**src/rtl/keypad_scanner.sv**
```systemverilog
// 4x4 membrane keypad scanner with frame-based debounce.
// Emits one strobe per debounced press: digit, operator, backspace or equals.
module keypad_scanner #(
  parameter int SCAN_DIV = 4,
  parameter int DEBOUNCE = 3
) (
  input  logic       clock,
  input  logic       reset_n,
  input  logic [3:0] row_n,
  output logic [3:0] col_n,
  output logic       dig_pulse,
  output logic       op_pulse,
  output logic       bksp_pulse,
  output logic       eq_pulse,
  output logic [3:0] digit,
  output logic [1:0] op_code
);

  localparam int DIV_W = (SCAN_DIV > 2) ? $clog2(SCAN_DIV) : 1;
  localparam int CNT_W = (DEBOUNCE > 1) ? $clog2(DEBOUNCE + 1) : 1;
  localparam logic [DIV_W-1:0] DIV_LAST = DIV_W'(SCAN_DIV - 1);
  localparam logic [DIV_W-1:0] DIV_ONE  = DIV_W'(1);
  localparam logic [CNT_W-1:0] DEB_N    = CNT_W'(DEBOUNCE);
  localparam logic [CNT_W-1:0] CNT_ONE  = CNT_W'(1);

  localparam logic [1:0] K_DIG  = 2'd0;
  localparam logic [1:0] K_OP   = 2'd1;
  localparam logic [1:0] K_BKSP = 2'd2;
  localparam logic [1:0] K_EQ   = 2'd3;

  typedef enum logic [1:0] {IDLE, PRESS_CHK, HELD, RELEASE_CHK} state_t;

  logic [3:0]       row_meta_q, row_sync_q;
  logic [DIV_W-1:0] div_q;
  logic [1:0]       col_q;
  logic [3:0]       col_n_q;
  logic [15:0]      act_q, act_d;
  state_t           state_q;
  logic [3:0]       cand_q;
  logic [CNT_W-1:0] cnt_q;
  logic             dig_q, op_q, bksp_q, eq_q;
  logic [3:0]       digit_q;
  logic [1:0]       op_code_q;

  logic       slot_end, frame_end;
  logic       act_none, act_multi, act_single;
  logic [3:0] key_now;
  logic [1:0] key_kind;
  logic [3:0] key_val;
  logic       press_done;

  function automatic logic [3:0] key_index(input logic [15:0] v);
    logic [3:0] idx;
    idx = 4'd0;
    for (int i = 15; i >= 0; i--) begin
      if (v[i]) idx = 4'(i);
    end
    return idx;
  endfunction

  // Key index k = 4*row + col, layout 1 2 3 A / 4 5 6 B / 7 8 9 C / * 0 # D.
  function automatic logic [5:0] decode(input logic [3:0] k);
    logic [5:0] r;
    case (k)
      4'd0:    r = {K_DIG,  4'd1};
      4'd1:    r = {K_DIG,  4'd2};
      4'd2:    r = {K_DIG,  4'd3};
      4'd3:    r = {K_OP,   4'd0};
      4'd4:    r = {K_DIG,  4'd4};
      4'd5:    r = {K_DIG,  4'd5};
      4'd6:    r = {K_DIG,  4'd6};
      4'd7:    r = {K_OP,   4'd1};
      4'd8:    r = {K_DIG,  4'd7};
      4'd9:    r = {K_DIG,  4'd8};
      4'd10:   r = {K_DIG,  4'd9};
      4'd11:   r = {K_OP,   4'd2};
      4'd12:   r = {K_BKSP, 4'd0};
      4'd13:   r = {K_DIG,  4'd0};
      4'd14:   r = {K_EQ,   4'd0};
      default: r = {K_OP,   4'd3};
    endcase
    return r;
  endfunction

  assign slot_end  = (div_q == DIV_LAST);
  assign frame_end = slot_end && (col_q == 2'd3);

  // The column-3 capture is merged combinationally so the frame is classified on its last edge.
  always_comb begin
    act_d = act_q;
    if (slot_end) begin
      for (int r = 0; r < 4; r++) begin
        act_d[4*r + int'(col_q)] = ~row_sync_q[r];
      end
    end
  end

  assign act_none   = (act_d == 16'd0);
  assign act_multi  = ((act_d & (act_d - 16'd1)) != 16'd0);
  assign act_single = !act_none && !act_multi;
  assign key_now    = key_index(act_d);
  assign {key_kind, key_val} = decode(key_now);

  assign press_done = frame_end && act_single &&
                      (((state_q == IDLE) && (DEB_N == CNT_ONE)) ||
                       ((state_q == PRESS_CHK) && (key_now == cand_q) &&
                        ((cnt_q + CNT_ONE) == DEB_N)));

  always_ff @(posedge clock or negedge reset_n) begin
    if (!reset_n) begin
      row_meta_q <= 4'hF;
      row_sync_q <= 4'hF;
      div_q      <= '0;
      col_q      <= 2'd0;
      col_n_q    <= 4'b1110;
      act_q      <= '0;
      state_q    <= IDLE;
      cand_q     <= 4'd0;
      cnt_q      <= '0;
      dig_q      <= 1'b0;
      op_q       <= 1'b0;
      bksp_q     <= 1'b0;
      eq_q       <= 1'b0;
      digit_q    <= 4'd0;
      op_code_q  <= 2'd0;
    end else begin
      row_meta_q <= row_n;
      row_sync_q <= row_meta_q;
      dig_q      <= 1'b0;
      op_q       <= 1'b0;
      bksp_q     <= 1'b0;
      eq_q       <= 1'b0;

      if (slot_end) begin
        div_q   <= '0;
        col_q   <= col_q + 2'd1;
        col_n_q <= {col_n_q[2:0], col_n_q[3]};
        act_q   <= act_d;
      end else begin
        div_q <= div_q + DIV_ONE;
      end

      if (frame_end) begin
        case (state_q)
          IDLE: begin
            if (act_single) begin
              cand_q  <= key_now;
              cnt_q   <= CNT_ONE;
              state_q <= press_done ? HELD : PRESS_CHK;
            end
          end
          PRESS_CHK: begin
            if (act_single && key_now == cand_q) begin
              cnt_q <= cnt_q + CNT_ONE;
              if (press_done) state_q <= HELD;
            end else if (act_single) begin
              cand_q <= key_now;
              cnt_q  <= CNT_ONE;
            end else begin
              cnt_q   <= '0;
              state_q <= IDLE;
            end
          end
          HELD: begin
            if (act_none) begin
              if (DEB_N == CNT_ONE) begin
                cnt_q   <= '0;
                state_q <= IDLE;
              end else begin
                cnt_q   <= CNT_ONE;
                state_q <= RELEASE_CHK;
              end
            end
          end
          default: begin
            if (!act_none) begin
              state_q <= HELD;
            end else if ((cnt_q + CNT_ONE) == DEB_N) begin
              cnt_q   <= '0;
              state_q <= IDLE;
            end else begin
              cnt_q <= cnt_q + CNT_ONE;
            end
          end
        endcase
      end

      if (press_done) begin
        case (key_kind)
          K_DIG: begin
            dig_q   <= 1'b1;
            digit_q <= key_val;
          end
          K_OP: begin
            op_q      <= 1'b1;
            op_code_q <= key_val[1:0];
          end
          K_BKSP:  bksp_q <= 1'b1;
          default: eq_q   <= 1'b1;
        endcase
      end
    end
  end

  assign col_n      = col_n_q;
  assign dig_pulse  = dig_q;
  assign op_pulse   = op_q;
  assign bksp_pulse = bksp_q;
  assign eq_pulse   = eq_q;
  assign digit      = digit_q;
  assign op_code    = op_code_q;

endmodule

```
**config.mk**
```make
export PLATFORM = sky130hd
export DESIGN_NAME = keypad_scanner
export DESIGN_NICKNAME = d
export VERILOG_FILES = /design/src/rtl/keypad_scanner.sv
export SDC_FILE = /design/constraint.sdc
export NUM_CORES = 1
export LEC_CHECK = 0
export ABC_CLOCK_PERIOD_IN_PS = 4800
export CORE_MARGIN = 2
export CORE_UTILIZATION = 50
export DETAILED_ROUTE_END_ITERATION = 8
export PLACE_DENSITY = 0.66
export REMOVE_ABC_BUFFERS = 1
export SLEW_MARGIN = 10
export SYNTH_ARGS = -nofsm -noshare
export SYNTH_HDL_FRONTEND = slang
export SYNTH_SLANG_ARGS = --single-unit
```
**constraint.sdc**
```tcl
create_clock -name clock -period 4.8 [get_ports clock]
set_input_delay 1.44 -clock clock [delete_from_list [all_inputs] [get_ports clock]]
set_output_delay 1.44 -clock clock [all_outputs]
set_load 0.02 [all_outputs]
```
==> out/metrics.csv <==
stage,metric,value,unit
timing,hold_viol,0,
hold_path,worstHoldStart,row_meta_q[1],
global_routing,antenna_found_initial,0,
global_routing,use_met1,35.96,%
global_routing,grt.total_usage,24.17,%
critical_path,path_class,flop to flop,
global_routing,grt_pass1_vias,2710,
cts,clkTransAtPathRegs,100,ps
global_routing,grt_use_met3,3.245,%
drt,routed_via_density,6.463,
drt,drc,0,
timing,tightest_slew,823.6,ps
synth,synth_async_sr_flop_share,100.0,%
pwr,p_switching,216.2,uW
critical_path,slowest_stage,ha_1,
placement,io_buffers,19,
critical_path,required,4990,ps
global_routing,grt_start_max_net_pins,51,
timing,tns,0,ps
critical_path,path_cells,ha_1 > and2_1 > o21ai_0 > o2111ai_1 > a41o_1 > a21oi_1 > o21ai_0 > nor2b_1 > inv_1 > ha_1 > o21ai_0 > nand4_1 > mux2_2,
global_routing,top_usage_layer,met2,
cts,hold_buffers,0,
pwr,power.density,227.7,nW/um^2
synth,netlist.area_leader.share,30.29,%
placement,finalWeightedCongestion,0.9374,
floorplan,rows,29,
critical_path,rr_startpoint,div_q[0],
job,maxCapViolCount,0,
timing,rsz0062_at_grt,no,
pwr,power_frac_comb,10.2,%
final_layout,diodes,0,
pwr,power.clock.fraction,34.7,%
cts,root_buffer,clkbuf_8,
synth,yosysSeqAreaShare,39.26,%
synth,yosys-top-cells-count,"dfrtp_1, nand2_1, o21ai_0, inv_1, a21oi_1",
placement,dpl.hpwl,6027,microns
synth,synthCells,342,
pwr,swShare,26.47,%
final_layout,drive_above_1_share,13.57,%
critical_path,worstSetupStartpoint,div_q[0],
drt,dr.first_iter.drc_count,299,
timing,setup_viol,0,
pwr,ir_drop,154.8,uV
synth,postSynthAreaPerCell,9.421,sq um
cts,cts_buffers,5,
pwr,p_seq_share,55.1,%
cts,clock-sinks,50,
timing,relSlewSlack,45.09,%
floorplan,core,6277,sq um
critical_path,critPathMaxFanout,25,
global_routing,grtUsageMet2,37.01,%
critical_path,worst_setup_path_start_kind,flop,
final_layout,nNetsFinal,379,
timing,min_period_over_period,92.80,%
floorplan,die_w,84.27,microns
synth,syn_area,3222,sq um
drt,wire_per_inst,18.56,microns
critical_path,arrival,4650,ps
pwr,leakagePower,0.001495,uW
floorplan,initial_core_util,51.33,%
cts,worstSkewPairLatency,300,ps
synth,synth_most_common_cell,dfrtp_1,
critical_path,worst_setup_path_end_kind,flop,
floorplan,die_y,84.27,microns
final_layout,fill_cells,559,
timing,clock-skew-final,9.441,ps
hold_path,worstHoldPathType,flop to flop,
drt,firstDrtPassIters,5,
critical_path,critPathMaxStageDelay,700,ps
synth,yosysWarningCount,0,
global_routing,gr-total-overflow,0,
critical_path,crit_top_cell,o21ai_0,
synth,ys_ff_latch,50,
synth,synth_top_flop_cell,dfrtp_1,
synth,synth_cell_types,67,
floorplan,io_pins,20,
drt,ant_nets,0,
run_status,status,"finished, final reports clean",
floorplan,die_area,7101,sq um
synth,synth_edf_count,0,
synth,ys_top_cells_by_area,"dfrtp_1, dfstp_2, ha_1",
pwr,power,816.9,uW
cts,clock_path_buffers,2,
cts,postCtsSetupBuffers,0,
timing,max_freq,224.5,MHz
synth,synth_area_leader_cell,dfrtp_1,
pwr,intPower,600.6,uW
global_routing,grt_pass1_wl,13920,microns
cts,cts.htree.levels,2,
timing,drv_slew,0,
drt,wirelength,8130,microns
final_layout,synthToLayoutAreaGrowth,11.34,%
timing,period_needed,4454,ps
cts,ctsResizeCount,0,
drt,num_vias,2831,
cts,cts_tree,yes,
==> worst max-delay path, delay by kind of cell (launching register included) <==
kind / cells / cell delay (ps)
compound gates: 6 / 1390
flops: 1 / 360
fa+ha+maj: 2 / 930
mux: 1 / 350
simple gates: 3 / 1130
buf+inv: 1 / 150
==> metal layers <==
layer | part of all wire, % | up-vias | wire length, microns
met5 | 0 | - | 0
li1 | - | 1315 | -
met1 | 46 | 1365 | 3760
met3 | 6.3 | 23 | 511
met4 | 2.5 | 0 | 202
met2 | 45 | 128 | 3656
==> cells in the final DEF (no fill, tap or decap), types with 4 or more instances in the layout <==
| cell | n |
|---|---|
| dfrtp_1 | 39 |
| nand2_1 | 29 |
| o21ai_0 | 27 |
| inv_1 | 26 |
| a21oi_1 | 22 |
| clkdlybuf4s50_1 | 18 |
| nor2_1 | 13 |
| ha_1 | 13 |
| mux2_2 | 12 |
| mux2i_1 | 11 |
| nand3_1 | 11 |
| dfstp_2 | 11 |
| nand2b_1 | 10 |
| nor2b_1 | 7 |
| a22oi_1 | 6 |
| nor3_1 | 6 |
| o32ai_1 | 5 |
| o32a_1 | 5 |
| a31oi_1 | 5 |
| clkbuf_8 | 5 |
| a211o_1 | 4 |
| and3_1 | 4 |
| nor4_1 | 4 |
==> final timing paths <==
path                                 end  slack (ps)  cells past startpoint
min                        row_sync_q[1]         350                      0
max                             digit[1]         350                     13
min reg2reg                row_sync_q[1]         350                      0
min in group asynchronous       act_q[4]        1240                      2
max in group asynchronous      act_q[12]        3140                      2
max reg2reg                     digit[1]         350                     13
==> state kept, by name (all words and copies together) (netlist names), 4 cells and up <==
signal / flops
row_sync_q: 4
cand_q: 4
digit: 4
row_meta_q: 4
act_q: 16
col_n: 4
==> cells by family after synthesis <==
| family | count (synthesis) | share of synthesized area (%) |
|---|---|---|
| AND/OR/NAND/NOR | 105 | 17.79 |
| adder cells (fa/ha/maj) | 13 | 5.049 |
| XOR/XNOR | 2 | 0.5438 |
| multiplexers | 25 | 8.427 |
| flip-flops | 50 | 39.26 |
| buffers and inverters | 37 | 4.466 |
| AO/OA/AOI/OAI | 110 | 24.47 |
==> power by group through the flow <==
stage               combinational [uW]  sequential (uW)  clock [uW]
floorplan                         54.0              452           0
global placement                  82.7              457           0
detailed placement                82.9              457           0
CTS                               83.2              449         288
global route                      93.5              451         306
finish                            83.5              450         283
==> per-stage QoR <==
| step | hold slack (ps) | worst slack, ps | utilization (%) | instance area, sq um | cells |
|---|---|---|---|---|---|
| after floorplan | 345.2 | 1106 | - | 3176 | 331 |
| after global placement | 345.6 | 616.5 | 55.43 | 3480 | 430 |
| after detailed placement | 346.8 | 478.8 | 55.43 | 3480 | 430 |
| after CTS | 356.9 | 419.6 | 57.15 | 3587 | 438 |
| after global routing | 359.4 | 8.276 | 57.15 | 3587 | 438 |
| final | 349.9 | 345.5 | 57.15 | 3587 | 438 |
==> layout make-up <==
type | count | area, sq um | share of cell area, %
well taps | 77 | 96.34 | 2.686
clock buffers | 6 | 93.84 | 2.616
inverters | 26 | 97.59 | 2.721
repair buffers | 22 | 207.7 | 5.790
flip-flops and latches | 50 | 1265 | 35.26
clock inverters | 2 | 13.76 | 0.3837
multi-input cells | 255 | 1813 | 50.54
(Power assumes the default switching activity.)
